`config.mk`:
```
export PLATFORM = sky130hd
export DESIGN_NAME = serial_frame_tx_1011
export DESIGN_NICKNAME = d
export VERILOG_FILES = /design/src/rtl/serial_frame_tx_1011.sv
export SDC_FILE = /design/constraint.sdc
export NUM_CORES = 1
export LEC_CHECK = 0
export CAP_MARGIN = 20
export CORE_MARGIN = 2
export CORE_UTILIZATION = 57
export DETAILED_ROUTE_END_ITERATION = 6
export PLACE_DENSITY_LB_ADDON = 0.05
export SETUP_SLACK_MARGIN = 0.3
export SYNTH_ARGS = -nofsm -noshare
export SYNTH_HDL_FRONTEND = slang
export SYNTH_SLANG_ARGS = --single-unit
```
`constraint.sdc`:
```
create_clock -name clk -period 5.57 [get_ports clk]
set_clock_uncertainty 0.05 [all_clocks]
set_input_delay 1.114 -clock clk [delete_from_list [all_inputs] [get_ports clk]]
set_output_delay 1.114 -clock clk [all_outputs]
set_load 0.01 [all_outputs]
```
`src/rtl/serial_frame_tx_1011.sv`:
```
// Serial frame transmitter for the 1011-sync link: sync word, payload MSB-first, optional parity, zero gap.
// Build option: define PARITY_EN to append one even-parity bit after the payload.
`timescale 1ns/1ps

module serial_frame_tx_1011 #(
    parameter int         DATA_W    = 8,
    parameter int         GAP_LEN   = 2,
    parameter logic [3:0] SYNC_WORD = 4'b1011
) (
    input  logic              clk,
    input  logic              rst,
    input  logic              load_valid,
    input  logic [DATA_W-1:0] load_data,
    output logic              load_ready,
    output logic              d_out,
    output logic              busy,
    output logic              frame_done
);

    localparam int MAX_LEN = (DATA_W > GAP_LEN) ? ((DATA_W > 4) ? DATA_W : 4)
                                                : ((GAP_LEN > 4) ? GAP_LEN : 4);
    localparam int CNT_W   = $clog2(MAX_LEN + 1);

    localparam logic [CNT_W-1:0] CNT_ONE  = CNT_W'(1);
    localparam logic [CNT_W-1:0] CNT_SYNC = CNT_W'(3);
    localparam logic [CNT_W-1:0] CNT_DATA = CNT_W'(DATA_W - 1);
    localparam logic [CNT_W-1:0] CNT_GAP  = CNT_W'(GAP_LEN - 1);

    typedef enum logic [2:0] {
        S_IDLE = 3'd0,
        S_SYNC = 3'd1,
        S_DATA = 3'd2,
`ifdef PARITY_EN
        S_PAR  = 3'd3,
`endif
        S_GAP  = 3'd4
    } state_t;

    state_t            state_reg;
    logic [CNT_W-1:0]  cnt_reg;
    logic [DATA_W-1:0] shift_reg;
    logic [1:0]        sync_idx;

`ifdef PARITY_EN
    logic              parity_reg;
`endif

    // cnt_reg counts the bits still to come after the one currently on d_out
    assign sync_idx = cnt_reg[1:0] - 2'd1;

    always_ff @(posedge clk or negedge rst) begin
        if (!rst) begin
            state_reg  <= S_IDLE;
            cnt_reg    <= '0;
            shift_reg  <= '0;
            d_out      <= 1'b0;
            busy       <= 1'b0;
            frame_done <= 1'b0;
            load_ready <= 1'b1;
`ifdef PARITY_EN
            parity_reg <= 1'b0;
`endif
        end else begin
            frame_done <= 1'b0;
            case (state_reg)
                S_IDLE: begin
                    if (load_valid) begin
                        state_reg  <= S_SYNC;
                        cnt_reg    <= CNT_SYNC;
                        shift_reg  <= load_data;
                        d_out      <= SYNC_WORD[3];
                        busy       <= 1'b1;
                        load_ready <= 1'b0;
`ifdef PARITY_EN
                        parity_reg <= ^load_data;
`endif
                    end else begin
                        d_out <= 1'b0;
                    end
                end

                S_SYNC: begin
                    if (cnt_reg != '0) begin
                        d_out   <= SYNC_WORD[sync_idx];
                        cnt_reg <= cnt_reg - CNT_ONE;
                    end else begin
                        state_reg <= S_DATA;
                        cnt_reg   <= CNT_DATA;
                        d_out     <= shift_reg[DATA_W-1];
                        shift_reg <= shift_reg << 1;
                    end
                end

                S_DATA: begin
                    if (cnt_reg != '0) begin
                        d_out     <= shift_reg[DATA_W-1];
                        shift_reg <= shift_reg << 1;
                        cnt_reg   <= cnt_reg - CNT_ONE;
                    end else begin
`ifdef PARITY_EN
                        state_reg <= S_PAR;
                        d_out     <= parity_reg;
`else
                        state_reg <= S_GAP;
                        cnt_reg   <= CNT_GAP;
                        d_out     <= 1'b0;
`endif
                    end
                end

`ifdef PARITY_EN
                S_PAR: begin
                    state_reg <= S_GAP;
                    cnt_reg   <= CNT_GAP;
                    d_out     <= 1'b0;
                end
`endif

                S_GAP: begin
                    d_out <= 1'b0;
                    if (cnt_reg != '0) begin
                        cnt_reg <= cnt_reg - CNT_ONE;
                    end else begin
                        // The idle cycle that follows adds one more zero before any new sync
                        state_reg  <= S_IDLE;
                        busy       <= 1'b0;
                        load_ready <= 1'b1;
                        frame_done <= 1'b1;
                    end
                end

                default: begin
                    state_reg  <= S_IDLE;
                    cnt_reg    <= '0;
                    d_out      <= 1'b0;
                    busy       <= 1'b0;
                    load_ready <= 1'b1;
                end
            endcase
        end
    end

endmodule

```
==> results.json, run 1 <==
{
  "cp-endpoint": "shift_reg[0]",
  "fin_cells": 152,
  "cts_buffer_depth": 2,
  "drcViolationCount": 0,
  "fin_tns_setup_ns": 0,
  "grt_pass1_vias": 773,
  "synth_top_cell_area_share_pct": 40.8,
  "worstReg2RegStart": "cnt_reg[0]",
  "ys_ff_latch": 19,
  "critPathArrivalTime_ns": 2.74,
  "fin_util_pct": 71.2,
  "vdd_drop_max_v": 0.000289,
  "p_total_mw": 0.706,
  "finalCritPeriodShare_pct": 47.3,
  "cts_tree": "yes",
  "synth_area_um2": 1100,
  "ff2ff_setup_slack_ns": 3.12,
  "p_clk_share_pct": 10.0,
  "antenna_found_initial": 0,
  "ys.warnings.count": 0,
  "coreArea_um2": 1780,
  "p_leak_nw": 0.527,
  "rsz0062_at_grt": "no",
  "cts.sinks": 19,
  "fmax_ghz": 0.380,
  "first_pass_iters": 4,
  "place_ws_ns": 2.59,
  "final_area_um2": 1270,
  "cts_inserted_buffers": 3,
  "switching_share_pct": 42.3,
  "wirelength_um": 2110,
  "gp_congestion": 0.895,
  "finalHoldViolations": 0,
  "port_buffers": 14,
  "placed_cell_area_um2": 1240,
  "r2r_cells": 5,
  "power_density_nw_per_um2": 556,
  "cts_root_buf": "clkbuf_4",
  "die-area_um2": 2300,
  "end_kind": "flop",
  "die_y_um": 48,
  "setup_viol": 0,
  "path_class": "input pin to flop",
  "grt_first_pass_wirelength_um": 3370,
  "maxCapViolations": 0,
  "crit_path_max_fanout": 16,
  "vias": 904,
  "cts-resized-gates": 0,
  "min_from": "shift_reg[7]",
  "overflow": 0,
  "fin_crit_ns": 2.63,
  "crit_start": "load_valid",
  "final_nets": 141,
  "p_int_mw": 0.408,
  "cp.required_ns": 5.68,
  "first_iter_violations": 27,
  "synthTopCellsByArea": "dfrtp_1 41%, mux2i_1 7.3%, nor2_1 5.4%",
  "seq_area_frac_synth_pct": 43.2,
  "largest_reg_flops": 8,
  "cts.htree.levels": 1,
  "synth_area_leader_cell": "dfrtp_1",
  "post-cts-setup-buffers": 0,
  "dpl.hpwl_um": 1480,
  "viasPerCell": 5.95,
  "hold_path_class": "flop to flop",
  "power_switching_mw": 0.299,
  "clkLatencyLatePin_ns": 0.30,
  "initial_core_util_pct": 61.9,
  "ant_nets": 0,
  "status": "finished clean",
  "drv_slew": 0,
  "grt_usage_pct": 21.4,
  "synth.avg_cell_area_um2": 9.60,
  "p_seq_share_pct": 37.4,
  "row_count": 15,
  "hold_slack_ns": 0.474,
  "cp-start-kind": "input pin",
  "io_pins": 15,
  "die_width_um": 48,
  "synth_cell_types": 39,
  "n_antenna_cell": 0,
  "hold_buffers": 0,
  "clk_pin_slew_worst_paths_ns": 0.11,
  "avgRoutedWirePerCell_um": 13.9,
  "slew_headroom_pct": 42.1,
  "synthesis.instances": 115,
  "worst_pin_slew_ns": 0.868,
  "synth_nets": 128,
  "crit-reg2reg-capture": "shift_reg[0]",
  "drive_gt1_share_pct": 11.0,
  "fin_ws_ns": 2.94,
  "combPwrFrac_pct": 52.6,
  "area_delta_synth_final_pct": 15.1,
  "dp_cells": 148,
  "grt_max_degree": 20
}
[worst min-delay path by stage]
stage                     cells after the start  endpoint  slack (ns)
after detailed placement                      1     d_out        0.45
after CTS                                     1     d_out        0.47
after global placement                        1     d_out        0.44
after global routing                          1     d_out        0.50
final                                         1     d_out        0.47
after floorplan                               1     d_out        0.42
[area by class of cell]
cell class	count	area (um2)
inverter	5	18.8
sequential	19	477
clock buffer	3	22.5
fill	139	513
clock inverter	1	5.00
timing repair buffer	14	140
multi-input combinational	85	576
tap	25	31.3
[worst max-delay path: stages]
cell,delay [ns]
clkdlybuf4s50_1,0.57
nor3_1,0.10
a2111oi_4,0.79
o21ai_0,0.17
[layout by cell type (no fill, tap or decap), drive strengths merged, types with 3 or more instances in the layout]
master         instances
nand2                  6
a21oi                 13
inv                    5
mux2i                  8
o21ai                  7
clkbuf                 3
nor2                  16
clkdlybuf4s50         14
o22ai                  3
dfrtp                 18
[layer usage]
metal,up-vias,GRT usage (%),part of all wire [%]
li1,438,-,-
met1,427,30.8,49
met2,35,30.4,43
met3,4,3.40,6.4
met4,0,11.4,1.4
met5,-,0,0
[Yosys cell counts, drive strengths merged]
| cell | instances |
|---|---|
| a211o | 2 |
| and4bb | 1 |
| nor2 | 16 |
| o2bb2ai | 1 |
| nor4 | 1 |
| o22ai | 3 |
| dfstp | 1 |
| a2111oi | 1 |
| buf | 3 |
| o31ai | 1 |
| nor3b | 1 |
| a22oi | 1 |
| nand2b | 2 |
| o221ai | 1 |
| o211ai | 1 |
| or2b | 1 |
| and2b | 1 |
| nand3 | 1 |
| a22o | 1 |
| mux2i | 8 |
| o21ai | 7 |
| xor2 | 1 |
| nand4 | 1 |
| or3b | 1 |
| nor3 | 2 |
| o21a | 1 |
| nand2 | 6 |
| or2 | 1 |
| maj3 | 1 |
| ha | 2 |
| a211oi | 2 |
| clkbuf | 3 |
| a21oi | 13 |
| or4b | 1 |
| inv | 5 |
| nand3b | 2 |
| dfrtp | 18 |
[power groups by stage]
stage	clock network, mW	registers [mW]	logic, mW
detailed placement	0	0.265	0.372
global route	0.0779	0.274	0.413
global placement	0	0.265	0.361
finish	0.0707	0.264	0.371
floorplan	0	0.235	0.326
CTS	0.0738	0.263	0.372
[kinds of logic (layout without fill, tap and decap cells)]
family	Yosys count	after routing	synth area share, %
and+or+nand+nor	38	38	18.6
AOI/OAI and AO/OA	35	35	22.3
DFF	19	19	43.2
buffers and inverters	11	23	4.65
muxes	8	8	7.26
adders and majority gates	3	3	3.17
xor gates and xnor gates	1	1	0.794
(Power assumes the default switching activity.)
==> run 2: changes to the inputs <==
Settings changed: CORE_UTILIZATION 57 to 53.
Clock period 5.57 ns to 2.7 ns, I/O delays scaled along.
==> run 2 against run 1 <==
  * Sequential cell count unchanged
  * Non-clock buffer count up 5
  * Combinational power up 120%
  * Core utilization down 4.5 points
  * Power up 110%
  * Cell area up 3.1%
  * Worst setup slack worse by 2.4 ns
  * Critical path type is now flop to flop
  * Largest power group unchanged
==> results.json, run 2 (synthesis results as in run 1) <==
{
  "die-area_um2": 2460,
  "fin_ws_ns": 0.513,
  "drive_gt1_share_pct": 13.6,
  "worst_pin_slew_ns": 0.638,
  "status": "finished clean",
  "p_clk_share_pct": 9.5,
  "hold_path_class": "flop to flop",
  "cts_inserted_buffers": 3,
  "grt_usage_pct": 21.3,
  "switching_share_pct": 42.1,
  "n_antenna_cell": 0,
  "gp_congestion": 0.861,
  "crit-reg2reg-capture": "shift_reg[4]",
  "largest_reg_flops": 8,
  "power_density_nw_per_um2": 1160,
  "overflow": 0,
  "nFillCells": 181,
  "drv_slew": 0,
  "power_switching_mw": 0.638,
  "cp-start-kind": "flop",
  "grt_first_pass_wirelength_um": 4130,
  "p_int_mw": 0.878,
  "cts.htree.levels": 1,
  "grt_max_degree": 20,
  "wirelength_um": 2330,
  "cp.required_ns": 2.87,
  "p_leak_nw": 0.550,
  "worstReg2RegStart": "cnt_reg[0]",
  "port_buffers": 14,
  "cts.sinks": 19,
  "antenna_found_initial": 0,
  "ant_nets": 0,
  "hold_buffers": 0,
  "fin_crit_ns": 2.19,
  "first_iter_violations": 22,
  "io_pins": 15,
  "fin_util_pct": 66.7,
  "viasPerCell": 5.86,
  "most-common-layout-cells": "18 x dfrtp_1, 16 x nor2_1, 14 x clkdlybuf4s50_1",
  "path_class": "flop to flop",
  "clkLatencyLatePin_ns": 0.30,
  "maxCapViolations": 0,
  "row_count": 16,
  "min_from": "shift_reg[7]",
  "end_kind": "flop",
  "r2r_cells": 7,
  "layout.cells.most_common": "dfrtp_1",
  "rsz0062_at_grt": "no",
  "fmax_ghz": 0.457,
  "p_total_mw": 1.52,
  "cts_tree": "yes",
  "place_ws_ns": 0.406,
  "clk_pin_slew_worst_paths_ns": 0.11,
  "combPwrFrac_pct": 54.2,
  "first_pass_iters": 4,
  "ff2ff_setup_slack_ns": 0.51,
  "die_y_um": 49.6,
  "finalHoldViolations": 0,
  "regArea_um2": 477,
  "initial_core_util_pct": 56.2,
  "fin_tns_setup_ns": 0,
  "grt_pass1_vias": 910,
  "coreArea_um2": 1960,
  "avgRoutedWirePerCell_um": 14.6,
  "multiInputGateArea_um2": 576,
  "holdPathEnd": "d_out",
  "critPathArrivalTime_ns": 2.36,
  "hold_depth": 1,
  "cts_buffer_depth": 2,
  "final_nets": 146,
  "crit_path_max_fanout": 8,
  "cts_root_buf": "clkbuf_4",
  "area_delta_synth_final_pct": 18.6,
  "die_width_um": 49.6,
  "hold_slack_ns": 0.464,
  "setup_viol": 0,
  "p_seq_share_pct": 36.3,
  "dpl.hpwl_um": 1620,
  "finalCritPeriodShare_pct": 81.0,
  "vias": 931,
  "drcViolationCount": 0,
  "slew_headroom_pct": 57.5,
  "vdd_drop_max_v": 0.000701
}
run 2: cell count changes in the layout (fill, tap and decap cells not counted):
| cell | change |
|---|---|
| clkbuf_1 | +1 |
| buf_4 | +5 |
| clkinv_2 | -1 |
run 2: repair_timing:
item | CTS | global route
setup endpoints to repair | 0 | 4
resized for setup | 0 | 0
buffers inserted | 0 | 1
run 2: metal layers:
| layer | up-vias | part of all wire [%] | GRT usage [%] |
|---|---|---|---|
| li1 | 450 | - | - |
| met1 | 453 | 47 | 29.9 |
| met2 | 22 | 47 | 34.0 |
| met3 | 6 | 4.3 | 3.33 |
| met4 | 0 | 1.2 | 6.48 |
| met5 | - | 0 | 0 |
run 2: final cells by class:
| type | count | share of cell area [%] |
|---|---|---|
| clock buffer | 4 | 2.01 |
| multi-input combinational | 85 | 44.0 |
| timing repair buffer | 19 | 13.6 |
| sequential | 19 | 36.4 |
| inverter | 5 | 1.43 |
| tap | 27 | 2.58 |
run 2: power by group through the flow:
| stage | registers [mW] | logic [mW] | clock network, mW |
|---|---|---|---|
| 6_report | 0.551 | 0.821 | 0.144 |
| 5_1_grt | 0.566 | 0.920 | 0.161 |
| 4_1_cts | 0.546 | 0.804 | 0.145 |
| 3_5_place_dp | 0.551 | 0.794 | 0 |
| 3_3_place_gp | 0.545 | 0.777 | 0 |
| 2_1_floorplan | 0.485 | 0.673 | 0 |
run 2: worst max path at each step:
stage,end,start,slack (ns)
final,shift_reg[4],cnt_reg[0],0.51
after global routing,shift_reg[5],cnt_reg[0],0.37
after CTS,shift_reg[5],cnt_reg[0],0.38
after detailed placement,shift_reg[5],cnt_reg[0],0.41
after global placement,shift_reg[5],load_valid,0.44
after floorplan,shift_reg[7],cnt_reg[0],0.67
run 2: metrics by stage:
stage / cells / area, um2
after floorplan: 115 / 1100
after global placement: 154 / 1270
after detailed placement: 154 / 1270
after CTS: 158 / 1300
after global routing: 159 / 1310
final: 159 / 1310
run 2: worst max-delay path: stages (launching register included):
cell	delay (ns)
dfrtp_1	0.43
inv_1	0.11
ha_1	0.25
or3b_4	0.44
a2111oi_4	0.44
buf_4	0.24
nor2_1	0.05
a21oi_1	0.11
==> run 3: changes to the inputs <==
Clock period 2.7 ns to 2.3 ns, I/O delays scaled along.
==> run 3 against run 2 <==
  * Die area unchanged
  * Largest cell class unchanged
  * Non-clock buffer count up 6
  * Sequential share of layout area down 1.6 points
  * Sequential power up 13%
  * Power up 25%
  * Fmax up 14%
  * Cell area up 4.7%
  * Clock power up 17%
  * Cell count up 3.8%
  * Critical path type unchanged
  * Core utilization up 3.1 points
  * Sequential cell count unchanged
==> results.json, run 3 (synthesis results as in run 1) <==
{
  "die-area_um2": 2460,
  "dpl.hpwl_um": 1560,
  "worstReg2RegStart": "cnt_reg[0]",
  "cts_tree": "yes",
  "vias": 943,
  "crit_path_max_fanout": 8,
  "drcViolationCount": 0,
  "path_cells": "inv_2 > ha_4 > or3b_4 > a2111oi_4 > buf_4 > nor2_1 > a21oi_2",
  "status": "finished clean",
  "fmax_ghz": 0.521,
  "cts.sinks": 19,
  "p_leak_nw": 0.576,
  "worst_path_max_delay_cell": "or3b_4",
  "row_count": 16,
  "antenna_found_initial": 0,
  "final_nets": 152,
  "wirelength_um": 2340,
  "finalCritPeriodShare_pct": 83.4,
  "drv_slew": 0,
  "hold_path_class": "input pin to asynchronous set/reset pin",
  "avgRoutedWirePerCell_um": 14.2,
  "area_delta_synth_final_pct": 24.1,
  "cts_root_buf": "clkbuf_4",
  "cpPeakStageDelay_ns": 0.42,
  "power_density_nw_per_um2": 1390,
  "end_kind": "flop",
  "vdd_drop_max_v": 0.000688,
  "die_width_um": 49.6,
  "initial_core_util_pct": 56.2,
  "hold_slack_ns": 0.423,
  "coreArea_um2": 1960,
  "path_class": "flop to flop",
  "grt_first_pass_wirelength_um": 3970,
  "critPathArrivalTime_ns": 2.11,
  "fin_tns_setup_ns": 0,
  "crit-reg2reg-capture": "shift_reg[7]",
  "fin_crit_ns": 1.92,
  "ff2ff_setup_slack_ns": 0.38,
  "grt_max_degree": 20,
  "cp.required_ns": 2.49,
  "clk_pin_slew_worst_paths_ns": 0.10,
  "io_pins": 15,
  "port_buffers": 14,
  "maxCapViolations": 0,
  "rsz0062_at_grt": "no",
  "worst_pin_slew_ns": 0.451,
  "die_y_um": 49.6,
  "largest_reg_flops": 8,
  "ant_nets": 0,
  "r2r_cells": 7,
  "setup_viol": 0,
  "n_antenna_cell": 0,
  "finalHoldViolations": 0,
  "slew_headroom_pct": 69.9,
  "nFillCells": 173,
  "grt_pass1_vias": 854,
  "drive_gt1_share_pct": 19.6,
  "viasPerCell": 5.72,
  "most-common-layout-cells": "18 x dfrtp_1, 16 x nor2_1, 14 x clkdlybuf4s50_1",
  "grt_usage_pct": 21.4,
  "cts_inserted_buffers": 3,
  "cts.htree.levels": 1,
  "cp-start-kind": "flop",
  "clkLatencyLatePin_ns": 0.30,
  "first_pass_iters": 4,
  "first_iter_violations": 26,
  "overflow": 0,
  "layout.cells.most_common": "dfrtp_1",
  "gp_congestion": 0.887,
  "cts_buffer_depth": 2
}
==> run 3: timing repair <==
action                     CTS  global route
cloned                       1             0
setup endpoints to repair    8             8
gates resized for setup      5             1
pin swaps                    2             1
hold buffers                 0             0
buffers inserted             2             2
==> run 3: layer usage <==
layer / track usage [%] / share of wire (%)
met5: 0 / 0
met4: 11.1 / 2.2
met3: 2.73 / 6.1
met2: 30.9 / 44
met1: 31.2 / 47
==> run 3: layout make-up <==
cell class                      count  area (um2)  share of cell area (%)
Inverter                            5        18.8                    1.37
Multi-Input combinational cell     85         588                    42.9
Timing Repair Buffer               25         226                    16.5
Clock buffer                        4        26.3                    1.92
Tap cell                           27        33.8                    2.47
Sequential cell                    19         477                    34.8
==> run 3: critical path, delay by kind of cell (launching register included) <==
| family | cells | cell delay, ns |
|---|---|---|
| AO/OA/AOI/OAI | 2 | 0.44 |
| adder cells (fa/ha/maj) | 1 | 0.16 |
| AND/OR/NAND/NOR | 2 | 0.48 |
| buffers and inverters | 2 | 0.33 |
| flip-flops | 1 | 0.41 |
==> run 3: where the power goes <==
part / switching (mW) / leakage (nW) / internal [mW]
registers: 0.146 / 0.222 / 0.479
logic: 0.528 / 0.339 / 0.580
clock network: 0.101 / 0.0150 / 0.0677
total: 0.776 / 0.576 / 1.13
==> run 3: per-stage QoR <==
step / util, % / cells / power [mW] / area [um2] / setup WS, ns
after global placement: 65.8 / 156 / 1.59 / 1290 / 0.328
after global routing: 69.8 / 165 / 2.06 / 1370 / 0.295
after CTS: 69.1 / 163 / 1.87 / 1360 / 0.306
after floorplan: - / 115 / 1.36 / 1100 / 0.325
final: 69.8 / 165 / 1.90 / 1370 / 0.381
after detailed placement: 65.8 / 156 / 1.61 / 1290 / 0.248
==> run 3: how the worst max path moves through the flow <==
stage	startpoint	end	slack, ns	cells after the start
after floorplan	cnt_reg[0]	shift_reg[7]	0.33	7
after global routing	cnt_reg[0]	shift_reg[0]	0.30	7
after detailed placement	cnt_reg[0]	shift_reg[0]	0.25	7
after global placement	cnt_reg[0]	shift_reg[2]	0.33	7
final	cnt_reg[0]	shift_reg[7]	0.38	7
after CTS	cnt_reg[1]	shift_reg[7]	0.31	7
